===== config.mk =====
export PLATFORM = sky130hd
export DESIGN_NAME = btn_debounce_array
export DESIGN_NICKNAME = d
export VERILOG_FILES = /design/src/rtl/btn_debounce_array.sv
export SDC_FILE = /design/constraint.sdc
export NUM_CORES = 1
export LEC_CHECK = 0
export CORE_MARGIN = 8
export CORE_UTILIZATION = 55
export CTS_BUF_LIST = sky130_fd_sc_hd__clkbuf_2
export CTS_CLUSTER_DIAMETER = 100
export DETAILED_ROUTE_END_ITERATION = 10
export PLACE_DENSITY = 0.75
export SLEW_MARGIN = 25
export SYNTH_ARGS = -nofsm -noshare
export SYNTH_HDL_FRONTEND = slang
export SYNTH_SLANG_ARGS = --single-unit

===== constraint.sdc =====
create_clock -name clk -period 1.9 [get_ports clk]
set_input_delay 0.285 -clock clk [delete_from_list [all_inputs] [get_ports clk]]
set_output_delay 0.285 -clock clk [all_outputs]
set_load 0.005 [all_outputs]

===== src/rtl/btn_debounce_array.sv =====
// Per-channel button debouncer with optional auto-repeat: 2-flop sync, stability counter, repeat FSM.
// Latency: a settled input change appears on level_o/press_o/release_o STABLE_CYCLES+2 edges later.
// Backpressure: none; pulses are single-cycle events with no handshake.
module btn_debounce_array #(
    parameter int N_CH          = 5,
    parameter int STABLE_CYCLES = 500000,
    parameter int REPEAT_EN     = 0,
    parameter int REPEAT_DELAY  = 50000000,
    parameter int REPEAT_PERIOD = 10000000
) (
    input  logic            clk,
    input  logic            rst,
    input  logic [N_CH-1:0] btn_i,
    output logic [N_CH-1:0] level_o,
    output logic [N_CH-1:0] press_o,
    output logic [N_CH-1:0] release_o,
    output logic [N_CH-1:0] repeat_o,
    output logic            any_press_o
);

    localparam int SW   = $clog2(STABLE_CYCLES);
    localparam int RMAX = (REPEAT_DELAY > REPEAT_PERIOD) ? REPEAT_DELAY : REPEAT_PERIOD;
    localparam int RW   = $clog2(RMAX);

    localparam logic [SW-1:0] STABLE_TC = SW'(STABLE_CYCLES - 1);
    localparam logic [RW-1:0] DELAY_TC  = RW'(REPEAT_DELAY - 1);
    localparam logic [RW-1:0] PERIOD_TC = RW'(REPEAT_PERIOD - 1);

    localparam logic [1:0] ST_IDLE   = 2'd0;
    localparam logic [1:0] ST_DELAY  = 2'd1;
    localparam logic [1:0] ST_REPEAT = 2'd2;

    logic [N_CH-1:0] s1_q, s1_d;
    logic [N_CH-1:0] s2_q, s2_d;
    logic [N_CH-1:0] level_q, level_d;
    logic [N_CH-1:0] press_q, press_d;
    logic [N_CH-1:0] release_q, release_d;
    logic [N_CH-1:0] repeat_q, repeat_d;
    logic            any_press_q, any_press_d;

    logic [SW-1:0] cnt_q   [N_CH];
    logic [SW-1:0] cnt_d   [N_CH];
    logic [1:0]    state_q [N_CH];
    logic [1:0]    state_d [N_CH];
    logic [RW-1:0] rcnt_q  [N_CH];
    logic [RW-1:0] rcnt_d  [N_CH];

    always_comb begin
        s1_d = btn_i;
        s2_d = s1_q;
    end

    // Stability counter: any cycle where the synchronized input agrees with level restarts the run.
    always_comb begin
        level_d   = level_q;
        press_d   = '0;
        release_d = '0;
        for (int i = 0; i < N_CH; i++) begin
            cnt_d[i] = '0;
            if (s2_q[i] != level_q[i]) begin
                if (cnt_q[i] == STABLE_TC) begin
                    level_d[i]   = ~level_q[i];
                    press_d[i]   = ~level_q[i];
                    release_d[i] = level_q[i];
                end else begin
                    cnt_d[i] = cnt_q[i] + SW'(1);
                end
            end
        end
    end

    // Repeat FSM; a release in the same cycle overrides any terminal count.
    always_comb begin
        repeat_d = '0;
        for (int i = 0; i < N_CH; i++) begin
            state_d[i] = state_q[i];
            rcnt_d[i]  = rcnt_q[i] + RW'(1);
            case (state_q[i])
                ST_IDLE: begin
                    rcnt_d[i] = '0;
                    if (press_d[i]) begin
                        state_d[i] = ST_DELAY;
                    end
                end
                ST_DELAY: begin
                    if (rcnt_q[i] == DELAY_TC) begin
                        repeat_d[i] = 1'b1;
                        rcnt_d[i]   = '0;
                        state_d[i]  = ST_REPEAT;
                    end
                end
                ST_REPEAT: begin
                    if (rcnt_q[i] == PERIOD_TC) begin
                        repeat_d[i] = 1'b1;
                        rcnt_d[i]   = '0;
                    end
                end
                default: begin
                    state_d[i] = ST_IDLE;
                    rcnt_d[i]  = '0;
                end
            endcase
            if (release_d[i] || (REPEAT_EN == 0)) begin
                state_d[i]  = ST_IDLE;
                rcnt_d[i]   = '0;
                repeat_d[i] = 1'b0;
            end
        end
    end

    always_comb begin
        any_press_d = |(press_d | repeat_d);
    end

    always_ff @(posedge clk) begin
        if (rst) begin
            s1_q        <= '0;
            s2_q        <= '0;
            level_q     <= '0;
            press_q     <= '0;
            release_q   <= '0;
            repeat_q    <= '0;
            any_press_q <= 1'b0;
            for (int i = 0; i < N_CH; i++) begin
                cnt_q[i]   <= '0;
                state_q[i] <= ST_IDLE;
                rcnt_q[i]  <= '0;
            end
        end else begin
            s1_q        <= s1_d;
            s2_q        <= s2_d;
            level_q     <= level_d;
            press_q     <= press_d;
            release_q   <= release_d;
            repeat_q    <= repeat_d;
            any_press_q <= any_press_d;
            for (int i = 0; i < N_CH; i++) begin
                cnt_q[i]   <= cnt_d[i];
                state_q[i] <= state_d[i];
                rcnt_q[i]  <= rcnt_d[i];
            end
        end
    end

    assign level_o     = level_q;
    assign press_o     = press_q;
    assign release_o   = release_q;
    assign repeat_o    = repeat_q;
    assign any_press_o = any_press_q;

endmodule


==> results of run 1 <==
## layout by cell type, fill, tap and decap left out, types with 4 or more instances in the layout
| master | instances |
|---|---|
| or3_1 | 19 |
| and4_1 | 10 |
| dfxtp_2 | 15 |
| inv_1 | 11 |
| buf_4 | 34 |
| o21ai_0 | 17 |
| nor4b_1 | 6 |
| conb_1 | 5 |
| nor4_1 | 12 |
| clkinvlp_4 | 6 |
| inv_6 | 5 |
| nor2_1 | 70 |
| nand2_1 | 39 |
| nor4bb_1 | 4 |
| nand3_1 | 39 |
| dlygate4sd2_1 | 5 |
| nand2b_1 | 11 |
| o31ai_1 | 19 |
| clkbuf_2 | 17 |
| and3_1 | 14 |
| nand4_1 | 17 |
| xor2_1 | 22 |
| ha_1 | 4 |
| dfxtp_1 | 105 |
| clkdlybuf4s50_1 | 9 |
| or4_1 | 20 |
| nor2b_1 | 11 |
| dlymetal6s2s_1 | 8 |
| nor3_1 | 16 |
| a21oi_1 | 41 |
| xnor2_1 | 32 |
## cells by family (layout without fill, tap and decap cells)
| group | count (synthesis) | after routing |
|---|---|---|
| and+or+nand+nor | 299 | 299 |
| DFF | 121 | 121 |
| AOI/OAI and AO/OA | 85 | 85 |
| xor gates and xnor gates | 54 | 54 |
| buffers and inverters | 31 | 102 |
| adders and majority gates | 5 | 5 |
| other | 1 | 5 |
## what timing repair did
item	4_1_cts	5_1_grt
endpoints found under the setup margin	11	17
cloned	0	0
setup buffers	3	0
resized for setup	15	19
## sequential cells by signal (all words and copies together) (netlist names)
register and flops:
s1_q 5, cnt_q 95, level_o 5, release_o 5, any_press_o 1, s2_q 5
press_o 5
## power by group
| part | internal [mW] | switching (mW) | leakage [nW] |
|---|---|---|---|
| registers | 2.55 | 0.00784 | 0.985 |
| logic | 0.0334 | 0.0386 | 0.945 |
| clock network | 0.496 | 1.06 | 0.122 |
## stage by stage
| step | hold slack, ps | cell area (µm²) | std cells | util, % |
|---|---|---|---|---|
| 4_1_cts | 46.0 | 6070 | 800 | 65.7 |
| 3_5_place_dp | 424 | 5810 | 765 | 62.9 |
| 5_1_grt | 16.0 | 6120 | 800 | 66.3 |
| 6_report | 105 | 6120 | 800 | 66.3 |
| 2_1_floorplan | 408 | 5240 | 600 | - |
| 3_3_place_gp | 415 | 5810 | 765 | 62.9 |
## routing by layer
layer | global-route usage (%) | up-vias | wire length, µm
met2 | 30.3 | 73 | 5350
met1 | 21.0 | 2146 | 5000
met4 | 6.84 | 0 | 137
met3 | 5.44 | 13 | 412
met5 | 0 | - | 0
li1 | - | 2259 | -
## final cells by class
class / instances / area share [%]
tap: 129 / 2.64
inverter: 11 / 0.674
multi-input combinational: 448 / 44.1
clock inverter: 15 / 2.35
timing repair buffer: 59 / 8.97
sequential: 121 / 39.9
clock buffer: 17 / 1.39
## final timing paths
path	endpoint	startpoint	cells after the start	slack, ps
min	s1_q[1]	btn_i[1]	2	110
min reg2reg	cnt_q[0][19]	cnt_q[0][19]	1	440
max	cnt_q[0][37]	cnt_q[0][20]	5	100
max reg2reg	cnt_q[0][37]	cnt_q[0][20]	5	100
==> metrics.txt, run 1 <==
XOR/XNOR share of the synthesized area=9.07%; Die H=113 µm; Final #Nets=670; DRT antenna net count=0; ant diodes=0; total power=4.19 mW; synthesized cell area=5220 µm²; DRC errors left=0; count leader, synth=dfxtp_1; total CTS buffers=17; fmax=555 MHz; P&R area growth vs syn=17.4%; Area contributors post-synth=dfxtp_1 46%, xnor2_1 5.4%, nor2_1 5.0%; CTS sink count=121; Buf/Inv on CP=0; vias in the first global route=4270; depth of the CTS H-tree=4; Routed wire per std cell=13.6 µm; global-route wire length before repair=19.0 mm; routability cong.=0.864; Setup Skew=36.3 ps; CP endpoint kind=register; die width=113 µm; Most used DFF post-synth=dfxtp_1; asr flop ratio synth=0%; CTS tree=built; Worst path top cell family by delay=simple AND/OR/NAND/NOR gates; worst setup margin=97.9 ps; # IOs=28; sequential fraction of the synthesis area=46.4%; total grt overflow=0; DPL Wire Length=7.79 mm; die area=12900 µm²; CTS Hold Bufs=0; crit start category=register; worst-case vdd ir drop=0.000537 V; complex-gate fraction of the synthesized area=9.36%; setup violators final=0; MaxCap Viol Count=0; row count=35; register area=2440 µm²; Static Leak=2.05 nW; Total Routed Length=10.9 mm; initial antenna violation count=0; layout filler cell count=779; Max Slew Vio Count=0; Post-synth EDFFs=0; final hold viol count=0; most frequent cells after synthesis=121 x dfxtp_1, 70 x nor2_1, 41 x a21oi_1; Max clock buf depth=2; Root Buffer=clkbuf_2; Synth Register Bits=121; mux share of post-synthesis cell area=0%; Clk pin slew, worst setup/hold paths=230 ps; first drt pass iteration count=4; Initial Util=56.4%; worst-skew pair later-pin latency=690 ps; syn avg cell area=8.75 µm²; Simple-Gate Fraction of Synth Area=31.1%; gr usage total=18.0%; largest family of logic cells by synthesized area=simple AND/OR/NAND/NOR gates; Via density=5.61; largest net degree at the start of global routing=33; Synth Area in Adders=1.20%; Iter 0 DRT Violations=205; Post-Syn Instances=596; unrepaired setup endpoints after global routing=no; pre-CTS setup slack=-27.1 ps; detailed-route via count=4491; fin crit share=94.8%; core outline area=9240 µm²; crit path time final=1800 ps; Synthesis Warnings=0; Yosys top cell by area=dfxtp_1; Post-Route Setup TNS=0 ps; P per Cell Area=684 nW/µm²; area of the multi-input gates=2700 µm²; Yosys cell types=37; critical path type=reg -> reg; Worst EP required=2510 ps; HP Class=in -> reg; share of the synthesized area in the top cell type=46.4%; CP cell instances=ha_1, nand4_1, or3_1, or4_1, a21oi_1; critical-path maximum fanout=3; slowest CP cell=or3_1; layout cells sized above 1=14.3%; PortBufs=22; critical path arrival=2410 ps; status=finished, final reports clean; slowest stage delay, CP=450 ps
No activity file was read; power rests on OpenSTA's default activity.
==> run 2, diff against run 1 <==
--- a/config.mk
+++ b/config.mk
@@ -6,11 +6,12 @@
 export NUM_CORES = 1
 export LEC_CHECK = 0
 export CORE_MARGIN = 8
-export CORE_UTILIZATION = 55
+export CORE_UTILIZATION = 56
 export CTS_BUF_LIST = sky130_fd_sc_hd__clkbuf_2
 export CTS_CLUSTER_DIAMETER = 100
 export DETAILED_ROUTE_END_ITERATION = 10
-export PLACE_DENSITY = 0.75
+export GPL_TIMING_DRIVEN = 0
+export PLACE_DENSITY = 0.76
 export SLEW_MARGIN = 25
 export SYNTH_ARGS = -nofsm -noshare
 export SYNTH_HDL_FRONTEND = slang
==> constraint.sdc (replaced) <==
create_clock -name clk -period 1.9 [get_ports clk]
set_input_delay 0.285 -clock clk [delete_from_list [all_inputs] [get_ports clk]]
set_output_delay 0.285 -clock clk [all_outputs]
set_load 0.1 [all_outputs]
==> metrics.txt, run 2 (synthesis results as in run 1) <==
Setup Skew=29.2 ps (was 36.3 ps); die width=113 µm (about the same); Max clock buf depth=2 (unchanged); fin crit share=95.8% (was 94.8%); worst-case vdd ir drop=0.000478 V (was 0.000537 V); worst-skew pair later-pin latency=620 ps (was 690 ps); critical path type=reg -> reg (unchanged); detailed-route via count=4476 (was 4491); Least-Margin Pin Slew=551 ps; Routed wire per std cell=14.5 µm (was 13.6 µm); Initial Util=57.0% (was 56.4%); core outline area=9150 µm² (was 9240 µm²); depth of the CTS H-tree=4 (unchanged); P&R area growth vs syn=17.5% (was 17.4%); crit start category=register (unchanged); slowest CP cell=or4_4 (was or3_1); Die H=113 µm (about the same); P per Cell Area=703 nW/µm² (was 684 nW/µm²); setup violators final=0 (unchanged); layout cells sized above 1=19.6% (was 14.3%); sequential share of power=59.3% (was 61.1%); DPL Wire Length=7.56 mm (was 7.79 mm); CTS tree=built (unchanged); Worst EP required=2430 ps (was 2510 ps); crit path time final=1820 ps (was 1800 ps); first drt pass iteration count=5 (was 4); commonest non-fill, non-tap cell in the layout=dfxtp_1 (unchanged); final hold viol count=0 (unchanged); MaxCap Viol Count=0 (unchanged); global-route wire length before repair=18.9 mm (was 19.0 mm); most frequent cells in the layout=90 x dfxtp_1, 70 x nor2_1, 40 x a21oi_1 (was 105 x dfxtp_1, 70 x nor2_1, 41 x a21oi_1); CTS sink count=121 (unchanged); DRT antenna net count=0 (unchanged); die area=12700 µm² (was 12900 µm²); slowest stage delay, CP=530 ps (was 450 ps); CTS Hold Bufs=0 (unchanged); total grt overflow=0 (unchanged); Static Leak=1.87 nW (was 2.05 nW); total CTS buffers=17 (unchanged); vias in the first global route=4194 (was 4270); Iter 0 DRT Violations=219 (was 205); initial antenna violation count=0 (unchanged); PortBufs=22 (unchanged); fmax=549 MHz (was 555 MHz); routability cong.=0.819 (was 0.864); CP endpoint kind=register (unchanged); number of flip-flops in the largest register=95 (unchanged); gr usage total=17.9% (was 18.0%); Max Slew Vio Count=0 (unchanged); clock network fraction of design power=37.8% (was 37.2%); Sw Ratio=23.0% (was 26.4%); Max transition margin=63.4%; Psw=992 µW (was 1.11 mW); DRC errors left=0 (unchanged); Via density=5.78 (was 5.61); status=finished, final reports clean (unchanged); critical-path maximum fanout=4 (was 3); # IOs=28 (unchanged); Placed Instance Area=5610 µm² (was 5810 µm²); ant diodes=0 (unchanged); Root Buffer=clkbuf_2 (unchanged); critical path arrival=2350 ps (was 2410 ps); Total Routed Length=11.2 mm (was 10.9 mm); largest net degree at the start of global routing=17 (was 33); Final #Nets=663 (was 670); unrepaired setup endpoints after global routing=no (unchanged); Clk pin slew, worst setup/hold paths=150 ps (was 230 ps); row count=35 (unchanged); HP Class=in -> reg (unchanged); layout filler cell count=730 (was 779); logic gate share of total power=2.9% (was 1.7%); Int Power=3.31 mW (was 3.08 mW); CP cell instances=ha_4, nand4_4, or4_4, o32a_1, a41oi_1 (was ha_1, nand4_1, or3_1, or4_1, a21oi_1); Biggest register=cnt_q (unchanged); WHS=210 ps (was 105 ps); Final Cell Area=6130 µm² (was 6120 µm²)
==> run 2: cell count changes in the layout (fill, tap and decap cells not counted), moves of 6 or more <==
cell | previous run | this run
buf_2 | 0 | 6
buf_4 | 34 | 20
clkdlybuf4s15_2 | 0 | 7
dfxtp_1 | 105 | 90
dfxtp_2 | 15 | 25
dlymetal6s2s_1 | 8 | 0
==> run 2: what timing repair did <==
action                     in CTS  in global routing
pin swaps                       7                  3
resized for setup              81                 52
setup endpoints to repair      90                 44
hold endpoints to repair        0                  0
setup buffers                   9                  4
==> run 2: through the flow <==
stage / utilization [%] / power (mW) / worst slack, ps / std cells / setup TNS [ps]
floorplan: - / 2.70 / 28.2 / 600 / 0
global route: 66.9 / 4.50 / 0.249 / 774 / 0
CTS: 65.7 / 4.37 / -3.91 / 772 / -3.91
finish: 66.9 / 4.31 / 79.1 / 774 / 0
detailed placement: 61.3 / 2.73 / -424 / 733 / -19720
global placement: 61.3 / 2.73 / -410 / 733 / -17380
==> run 2: final timing paths <==
kind,start,end,slack (ps),cells past startpoint
min,btn_i[2],s1_q[2],210,2
max reg2reg,cnt_q[0][76],any_press_o,80,5
max,cnt_q[0][76],any_press_o,80,5
min reg2reg,s1_q[4],s2_q[4],450,1
==> run 2: worst max-delay path, delay by kind of cell, from the launching register on <==
kind	cells	cell delay [ps]
flip-flops	1	400
adder cells (fa/ha/maj)	1	160
AO/OA/AOI/OAI	2	540
AND/OR/NAND/NOR	2	650
==> run 2: per-layer routing <==
| layer | part of all wire, % | global-route usage [%] |
|---|---|---|
| met1 | 45 | 21.2 |
| met2 | 49 | 30.8 |
| met3 | 4.0 | 4.46 |
| met4 | 1.3 | 6.29 |
| met5 | 0 | 0 |
==> run 2: area by class of cell <==
class | instances | area [µm²] | share of cell area, %
clock buffers | 21 | 105 | 1.72
clock inverters | 10 | 128 | 2.08
repair buffers | 35 | 302 | 4.92
multi-input cells | 448 | 2830 | 46.2
well taps | 111 | 139 | 2.27
plain buffers | 17 | 104 | 1.69
inverters | 11 | 41.3 | 0.674
flip-flops and latches | 121 | 2480 | 40.4
==> run 2: power groups by stage <==
| stage | clock network, mW | registers, mW | logic, mW |
|---|---|---|---|
| floorplan | 0 | 2.61 | 0.0869 |
| global placement | 0 | 2.61 | 0.113 |
| detailed placement | 0 | 2.61 | 0.114 |
| CTS | 1.69 | 2.56 | 0.124 |
| global route | 1.81 | 2.56 | 0.133 |
| finish | 1.63 | 2.55 | 0.125 |
==> run 3, diff against run 2 <==
--- a/config.mk
+++ b/config.mk
@@ -6,12 +6,12 @@
 export NUM_CORES = 1
 export LEC_CHECK = 0
 export CORE_MARGIN = 8
-export CORE_UTILIZATION = 56
+export CORE_UTILIZATION = 60
 export CTS_BUF_LIST = sky130_fd_sc_hd__clkbuf_2
 export CTS_CLUSTER_DIAMETER = 100
 export DETAILED_ROUTE_END_ITERATION = 10
 export GPL_TIMING_DRIVEN = 0
-export PLACE_DENSITY = 0.76
+export PLACE_DENSITY = 0.78
 export SLEW_MARGIN = 25
 export SYNTH_ARGS = -nofsm -noshare
 export SYNTH_HDL_FRONTEND = slang
==> constraint.sdc (replaced) <==
create_clock -name clk -period 1.69 [get_ports clk]
set_input_delay 0.2535 -clock clk [delete_from_list [all_inputs] [get_ports clk]]
set_output_delay 0.2535 -clock clk [all_outputs]
set_load 0.1 [all_outputs]
==> metrics.txt, run 3 (synthesis results as in run 1) <==
status=complete, but fails checks (was finished, final reports clean); violated checks=setup timing; DPL Wire Length=7.69 mm (was 7.56 mm); die width=109 µm (was 113 µm); ant diodes=0 (unchanged); Routed wire per std cell=16.4 µm (was 14.5 µm); dpl cells=730 (was 733); Die H=109 µm (was 113 µm); Biggest register=cnt_q (unchanged); reg2reg start=cnt_q[0][76] (unchanged); number of flip-flops in the largest register=95 (unchanged); clock network fraction of design power=38.9% (was 37.8%); Static Leak=2.14 nW (was 1.87 nW); Setup crit end=cnt_q[0][94] (was any_press_o); slowest stage delay, CP=480 ps (was 530 ps); setup violators final=15 (was 0); initial antenna violation count=0 (unchanged); Total Routed Length=13.2 mm (was 11.2 mm); worst setup margin=-85.7 ps (was 79.1 ps); critical path arrival=2340 ps (was 2350 ps); worst-skew pair later-pin latency=640 ps (was 620 ps); total power=4.91 mW (was 4.31 mW); final hold viol count=0 (unchanged); Max transition margin=58.6% (was 63.4%); sequential share of power=57.9% (was 59.3%); CP Launch Point=cnt_q[0][76] (unchanged); CTS tree=built (unchanged); Max Slew Vio Count=0 (unchanged); Least-Margin Pin Slew=621 ps (was 551 ps); fin crit share=105% (was 95.8%); crit path time final=1780 ps (was 1820 ps); R2R Path End=cnt_q[0][94] (was any_press_o); vias in the first global route=4599 (was 4194); most frequent CP cell=or4_4; HP Class=in -> reg (unchanged); first drt pass iteration count=6 (was 5); critical-path maximum fanout=7 (was 4); PortBufs=22 (unchanged); depth of the CTS H-tree=4 (unchanged); CTS sink count=121 (unchanged); Final #Nets=698 (was 663); Root Buffer=clkbuf_2 (unchanged); CP endpoint kind=register (unchanged); post-layout util=79.0% (was 66.9%); logic gate share of total power=3.2% (was 2.9%); WHS=143 ps (was 210 ps); total grt overflow=0 (unchanged); Post-Route Setup TNS=-488 ps (was 0 ps); Via density=6.00 (was 5.78); core outline area=8590 µm² (was 9150 µm²); CP cell instances=ha_4, nand4_4, or4_4, or4_4, a21oi_2 (was ha_4, nand4_4, or4_4, o32a_1, a41oi_1); critical path type=reg -> reg (unchanged); routability cong.=0.852 (was 0.819); total CTS buffers=17 (unchanged); MaxCap Viol Count=0 (unchanged); worst-case vdd ir drop=0.000760 V (was 0.000478 V); detailed-route via count=4846 (was 4476); Max clock buf depth=2 (unchanged); global-route wire length before repair=20.9 mm (was 18.9 mm); row count=34 (was 35); Initial Util=60.7% (was 57.0%); Finished Layout Cells=807 (was 774); P&R area growth vs syn=30.3% (was 17.5%); # IOs=28 (unchanged); DRT antenna net count=0 (unchanged); largest net degree at the start of global routing=17 (unchanged); crit start category=register (unchanged); commonest non-fill, non-tap cell in the layout=nor2_1 (was dfxtp_1); slowest CP cell=or4_4 (unchanged); Setup Skew=30.2 ps (was 29.2 ps); R2R depth=5 (unchanged); R2R Setup Slk=-90 ps (was 80 ps); Psw=1.19 mW (was 992 µW); Worst EP required=2260 ps (was 2430 ps); fmax=563 MHz (was 549 MHz); Clk pin slew, worst setup/hold paths=190 ps (was 150 ps); Int Power=3.71 mW (was 3.31 mW); unrepaired setup endpoints after global routing=yes (was no); Sw Ratio=24.3% (was 23.0%); Hold Path Origin=btn_i[2] (unchanged); layout cells sized above 1=35.5% (was 19.6%); die area=11900 µm² (was 12700 µm²); gr usage total=21.6% (was 17.9%); most frequent cells in the layout=64 x nor2_1, 62 x buf_4, 60 x dfxtp_1 (was 90 x dfxtp_1, 70 x nor2_1, 40 x a21oi_1); Iter 0 DRT Violations=295 (was 219); DRC errors left=0 (unchanged); P per Cell Area=722 nW/µm² (was 703 nW/µm²)
-- run 3: stage by stage --
stage | instance area (µm²) | worst slack [ps]
CTS | 6440 | -74.1
global route | 6790 | -114
floorplan | 5340 | -5.74
detailed placement | 5700 | -414
finish | 6790 | -85.7
global placement | 5700 | -367
-- run 3: repair_timing --
action	in CTS	in global routing
endpoints found under the setup margin	103	63
resized for setup	193	81
hold buffers	0	0
cloned	1	2
pin swaps	33	28
setup buffers	31	17
-- run 3: worst max-delay path, delay by kind of cell, from the launching register on --
kind,cells,cell delay [ps]
and+or+nand+nor,3,1010
DFF,1,410
adders and majority gates,1,150
AOI/OAI and AO/OA,1,130
-- run 3: area by class of cell --
type                       instances  area, µm²
sequential                       121       2570
inverter                          11       41.3
clock buffer                      20        100
multi-input combinational        448       3110
clock inverter                    12        151
buffer                            14        105
fill                             564       1800
tap                              108        135
timing repair buffer              73        583
-- run 3: worst min path at each step --
stage / cells after the start / end / slack, ps
after floorplan: 1 / s1_q[0] / 380
after global placement: 1 / s2_q[2] / 420
after detailed placement: 1 / s2_q[2] / 420
after CTS: 2 / s1_q[2] / 120
after global routing: 2 / s1_q[2] / 100
final: 2 / s1_q[2] / 140
-- run 3: power by group through the flow --
stage / combinational, mW / sequential (mW) / clock, mW
floorplan: 0.101 / 2.94 / 0
global placement: 0.131 / 2.94 / 0
detailed placement: 0.132 / 2.94 / 0
CTS: 0.149 / 2.86 / 1.95
global route: 0.167 / 2.84 / 2.06
finish: 0.158 / 2.84 / 1.91
-- run 3: per-layer routing --
metal	global-route usage [%]	part of all wire, %
met3	6.38	5.4
met5	0	0
met1	24.2	41
met4	9.93	2.5
met2	37.2	51
